$ cat config.mk
export PLATFORM = sky130hd
export DESIGN_NAME = alu_logic_seq_flat
export DESIGN_NICKNAME = d
export VERILOG_FILES = /design/src/rtl/alu_logic_seq_if.sv /design/src/rtl/alu_logic_seq.sv /design/src/flat_wrapper.sv
export SDC_FILE = /design/constraint.sdc
export NUM_CORES = 1
export LEC_CHECK = 0
export CAP_MARGIN = 20
export CORE_MARGIN = 2
export CORE_UTILIZATION = 51
export CTS_CLUSTER_SIZE = 8
export DETAILED_ROUTE_END_ITERATION = 10
export PLACE_DENSITY = 0.78
export SLEW_MARGIN = 10
export SYNTH_ARGS = -nofsm -noshare
export SYNTH_HDL_FRONTEND = slang
export SYNTH_SLANG_ARGS = --single-unit
$ cat constraint.sdc
create_clock -name clk -period 2.6 [get_ports clk]
set_clock_uncertainty 0.1 [all_clocks]
set_input_delay 0.52 -clock clk [delete_from_list [all_inputs] [get_ports clk]]
set_output_delay 0.52 -clock clk [all_outputs]
set_load 0.05 [all_outputs]
$ cat src/rtl/alu_logic_seq_if.sv
// alu_logic_seq_if: request/response bundle for the sliced logic unit.
// flags exist only when ALU_LOGIC_FLAGS_EN is defined.
interface alu_logic_seq_if #(
  parameter int WIDTH = 8
);
  logic               start;
  logic [2:0]         op;
  logic [WIDTH-1:0]   a;
  logic [WIDTH-1:0]   b;
  logic               busy;
  logic               done;
  logic [2*WIDTH-1:0] res;
`ifdef ALU_LOGIC_FLAGS_EN
  logic [1:0]         flags;

  modport master (
    output start, op, a, b,
    input  busy, done, res, flags
  );
  modport slave (
    input  start, op, a, b,
    output busy, done, res, flags
  );
`else
  modport master (
    output start, op, a, b,
    input  busy, done, res
  );
  modport slave (
    input  start, op, a, b,
    output busy, done, res
  );
`endif
endinterface

$ cat src/rtl/alu_logic_seq.sv
// alu_logic_seq: 8-op bitwise unit, SLICE bits per cycle, start/busy/done.
// Optional ALU_LOGIC_FLAGS_EN adds zero/parity flags on the result.
module alu_logic_seq #(
  parameter int WIDTH = 8,
  parameter int SLICE = 2
) (
  input  logic           clk,
  input  logic           rst,
  alu_logic_seq_if.slave bus
);
  localparam int N  = WIDTH / SLICE;
  localparam int IW = (N > 1) ? $clog2(N) : 1;

  if (WIDTH < 2) begin : g_chk_width
    $error("alu_logic_seq: WIDTH must be >= 2");
  end
  if (WIDTH % SLICE != 0) begin : g_chk_slice
    $error("alu_logic_seq: SLICE must divide WIDTH");
  end

  typedef enum logic {
    IDLE,
    BUSY
  } state_t;

  state_t           state_q, state_d;
  logic [WIDTH-1:0] a_q, a_d;
  logic [WIDTH-1:0] b_q, b_d;
  logic [2:0]       op_q, op_d;
  logic [WIDTH-1:0] acc_q, acc_d;
  logic [IW-1:0]    idx_q, idx_d;
  logic [WIDTH-1:0] res_q, res_d;
  logic             done_q, done_d;
  logic [SLICE-1:0] slice_r;
`ifdef ALU_LOGIC_FLAGS_EN
  logic [1:0]       flags_q, flags_d;
`endif

  function automatic logic [SLICE-1:0] f_slice(
    input logic [2:0]       op,
    input logic [SLICE-1:0] x,
    input logic [SLICE-1:0] y
  );
    logic [SLICE-1:0] r;
    r = '0;
    unique case (op)
      3'b000: r = x & y;
      3'b001: r = x | y;
      3'b010: r = x ^ y;
      3'b011: r = ~(x & y);
      3'b100: r = ~(x | y);
      3'b101: r = ~(x ^ y);
      3'b110: r = ~x;
      3'b111: r = y;
    endcase
    return r;
  endfunction

  assign slice_r = f_slice(
    op_q,
    a_q[idx_q*SLICE +: SLICE],
    b_q[idx_q*SLICE +: SLICE]
  );

  always_comb begin
    state_d = state_q;
    a_d     = a_q;
    b_d     = b_q;
    op_d    = op_q;
    acc_d   = acc_q;
    idx_d   = idx_q;
    res_d   = res_q;
    done_d  = 1'b0;
`ifdef ALU_LOGIC_FLAGS_EN
    flags_d = flags_q;
`endif
    unique case (state_q)
      IDLE: begin
        if (bus.start) begin
          a_d     = bus.a;
          b_d     = bus.b;
          op_d    = bus.op;
          acc_d   = '0;
          idx_d   = '0;
          state_d = BUSY;
        end
      end
      BUSY: begin
        acc_d[idx_q*SLICE +: SLICE] = slice_r;
        idx_d = idx_q + 1'b1;
        if (idx_q == IW'(N - 1)) begin
          // Last slice: publish the completed word this edge.
          res_d   = acc_d;
          done_d  = 1'b1;
          idx_d   = '0;
          state_d = IDLE;
`ifdef ALU_LOGIC_FLAGS_EN
          flags_d = {^acc_d, ~|acc_d};
`endif
        end
      end
    endcase
  end

  always_ff @(posedge clk) begin
    if (rst) begin
      state_q <= IDLE;
      a_q     <= '0;
      b_q     <= '0;
      op_q    <= '0;
      acc_q   <= '0;
      idx_q   <= '0;
      res_q   <= '0;
      done_q  <= 1'b0;
`ifdef ALU_LOGIC_FLAGS_EN
      flags_q <= 2'b00;
`endif
    end else begin
      state_q <= state_d;
      a_q     <= a_d;
      b_q     <= b_d;
      op_q    <= op_d;
      acc_q   <= acc_d;
      idx_q   <= idx_d;
      res_q   <= res_d;
      done_q  <= done_d;
`ifdef ALU_LOGIC_FLAGS_EN
      flags_q <= flags_d;
`endif
    end
  end

  assign bus.busy = (state_q == BUSY);
  assign bus.done = done_q;
  assign bus.res  = {{WIDTH{1'b0}}, res_q};
`ifdef ALU_LOGIC_FLAGS_EN
  assign bus.flags = flags_q;
`endif

endmodule

$ cat src/flat_wrapper.sv
// flat-port wrapper written by rule: the top's interface ports become plain ports
module alu_logic_seq_flat 
#(
  parameter int WIDTH = 8,
  parameter int SLICE = 2
)
  (clk, rst, bus_start, bus_op, bus_a, bus_b, bus_busy, bus_done, bus_res);
  alu_logic_seq_if #(.WIDTH(WIDTH)) bus_i ();
  input  logic clk;
  input  logic rst;
  input wire logic [$bits(bus_i.start)-1:0] bus_start;
  input wire logic [$bits(bus_i.op)-1:0] bus_op;
  input wire logic [$bits(bus_i.a)-1:0] bus_a;
  input wire logic [$bits(bus_i.b)-1:0] bus_b;
  output wire logic [$bits(bus_i.busy)-1:0] bus_busy;
  output wire logic [$bits(bus_i.done)-1:0] bus_done;
  output wire logic [$bits(bus_i.res)-1:0] bus_res;
  assign bus_i.start = bus_start;
  assign bus_i.op = bus_op;
  assign bus_i.a = bus_a;
  assign bus_i.b = bus_b;
  assign bus_busy = bus_i.busy;
  assign bus_done = bus_i.done;
  assign bus_res = bus_i.res;
  alu_logic_seq #(.WIDTH(WIDTH), .SLICE(SLICE)) u_core (.clk(clk), .rst(rst), .bus(bus_i));
endmodule
==> flow_summary.json <==
{
  "status": "completed",
  "crit_path_start_kind": "flip-flop",
  "syn_to_final_growth_pct": 22.3,
  "p_per_area_mw_per_mm2": 520,
  "drive_gt1_frac": 0.115,
  "wl_um": 5080,
  "grtUsageMet2": 0.386,
  "final_cells": 373,
  "maxCapViolCount": 0,
  "maxSlewHeadroom": 0.543,
  "drtPass1Iterations": 4,
  "synthCells": 284,
  "grt_pass1_wl_um": 8870,
  "ys_top_cells_by_area": "dfxtp_1, nand2_1, a21oi_1",
  "dieArea_mm2": 0.00495,
  "top_usage_layer": "met2",
  "via_per_inst": 5.46,
  "crit_fanout": 5,
  "dp_slack_ns": -0.0383,
  "grt_start_max_net_pins": 21,
  "port_buffers": 31,
  "ys_types": 37,
  "max_freq_mhz": 412,
  "final_common_cell": "nand2_1",
  "yosysTopAreaCell": "dfxtp_1",
  "fin_nets": 352,
  "slew_viol_final": 0,
  "worst_setup_path_end_kind": "flip-flop",
  "tritoncts": "done",
  "gp_congestion": 0.904,
  "worst_pin_slew_ns": 0.685,
  "wire_per_inst_um": 13.6,
  "dp_hpwl_um": 3860,
  "met1_usage": 0.258,
  "grtUsageMet3": 0.0519,
  "cts_setup_buffers": 0,
  "yosys_warnings": 0,
  "clock-sinks": 39,
  "cts_hold_buf": 0,
  "holdCritPathClass": "flip-flop to flip-flop",
  "antenna_found_initial": 0,
  "coreArea_mm2": 0.00429,
  "drc": 0,
  "core.rowCount": 24,
  "layout_common_cells": "nand2_1, dfxtp_1, a21oi_1, clkdlybuf4s50_1, nor2_1",
  "synthFlopType": "dfxtp_1",
  "syn_area_per_cell_um2": 7.90,
  "irDropWorstVdd_uv": 326,
  "syn_area_mm2": 0.00224,
  "vias": 2037,
  "cts_buffers": 5,
  "synth_top_area_share": 0.348,
  "rsz0062_at_grt": "no",
  "htree_levels": 2,
  "cellLeakagePower_uw": 0.00110,
  "layout_setup_ws_ns": 0.170,
  "yosysSeqAreaShare": 0.348,
  "synth_edf_count": 0,
  "path_class": "flip-flop to flip-flop",
  "slowest_stage": "dfxtp_2",
  "die_w_um": 70.3,
  "cp_slowest_stage_delay_ns": 0.39,
  "die_h_um": 70.3,
  "initial_utilization": 0.522,
  "grt-ovfl-total": 0,
  "reg2reg_slack_ns": 0.17,
  "diodes": 0,
  "clockBufferDepth": 2,
  "crit_chain": "mux2_4, or2_2, o21ai_0, ha_1, nand2b_1, a21oi_1, buf_4, o31ai_1, nand3_1",
  "clk_pin_slew_worst_paths_ns": 0.07,
  "worst_ep_required_time_ns": 2.67,
  "finalCritPeriodShare": 0.934,
  "hold_viol": 0,
  "cp_data_arrival_time_ns": 2.50,
  "postRouteAntennaNets": 0,
  "root_buffer": "clkbuf_8",
  "grt_usage": 0.223,
  "ioPinCount": 40,
  "setup_viol": 0,
  "ys_ff_latch": 39,
  "period_needed_ns": 2.43,
  "async_reset_ff_frac": 0,
  "clock_latency_ns": 0.29,
  "grt_pass1_vias": 1997,
  "drt_iter0_markers": 184,
  "dp.cells": 365
}
[state kept, by name, indices dropped and copies added, names as in the netlist]
register and cells:
u_core.res_q 8, u_core.b_q 8, u_core.bus.busy 1, u_core.idx_q 2, u_core.a_q 8, u_core.acc_q 8, u_core.bus.done 1, u_core.op_q 3
[final timing paths]
check                         end  cells after the start             from
hold / removal      u_core.b_q[1]                      2    u_core.b_q[1]
hold reg to reg     u_core.b_q[1]                      2    u_core.b_q[1]
setup / recovery  u_core.acc_q[3]                      9  u_core.idx_q[0]
setup reg to reg  u_core.acc_q[3]                      9  u_core.idx_q[0]
[layout make-up]
type                       count  area (µm²)
timing repair buffer          46         423
fill                         384        1550
sequential                    39         782
multi-input combinational    218        1320
tap                           52        65.1
clock buffer                   6        82.6
clock inverter                 2        35.0
inverter                      10        37.5
[critical path, delay by kind of cell, from the launching register on]
kind	cells	cell delay, ns
adders and majority gates	1	0.30
buffers and inverters	1	0.15
and+or+nand+nor	3	0.46
AOI/OAI and AO/OA	3	0.58
muxes	1	0.31
DFF	1	0.39
[per-layer routing]
metal  vias up  part of all wire
li1       1038                 -
met1       924              0.43
met2        62              0.49
met3        13             0.051
met4         0             0.023
met5         -                 0
[kinds of logic (layout without fill, tap and decap cells)]
logic type	count (synthesis)	in the layout	synth area share
multiplexers	10	10	0.0647
other	1	8	0.00167
AND/OR/NAND/NOR	128	128	0.271
AO/OA/AOI/OAI	62	62	0.181
buffers and inverters	34	64	0.0781
flip-flops	39	39	0.348
adder cells (fa/ha/maj)	10	10	0.0558
[synth_stat cells, types with 3 or more instances]
master,n
mux2_4,4
mux2i_1,4
o221ai_1,4
clkbuf_1,11
nor2_1,19
nand2b_1,15
nor3b_1,4
nor3_1,4
o31ai_1,10
ha_1,10
nand4bb_1,3
a21oi_1,33
nand2_1,63
buf_4,8
inv_1,9
dfxtp_1,39
nand3_1,9
a211oi_1,4
[per-stage QoR]
step                      setup TNS, ns  area [µm²]  total power [µW]  utilization  hold slack, ns
after global placement                0        2620               909        0.610           0.335
final                                 0        2740              1430        0.639           0.357
after CTS                             0        2740              1440        0.639           0.361
after global routing                  0        2740              1500        0.639           0.375
after detailed placement        -0.0725        2620               916        0.610           0.349
after floorplan                       0        2270               838            -           0.317
[what timing repair did]
action / CTS / global route
resized for setup: 1 / 2
endpoints found under the setup margin: 4 / 7
hold endpoints to repair: 0 / 0
pin swaps: 0 / 0
[report_power, final]
group          total [µW]  switching, µW  internal, µW
clock                 523            212           310
sequential            641           22.0           619
combinational         264            152           111
total                1430            387          1040
Note: power is estimated with default switching activity, not from simulation.
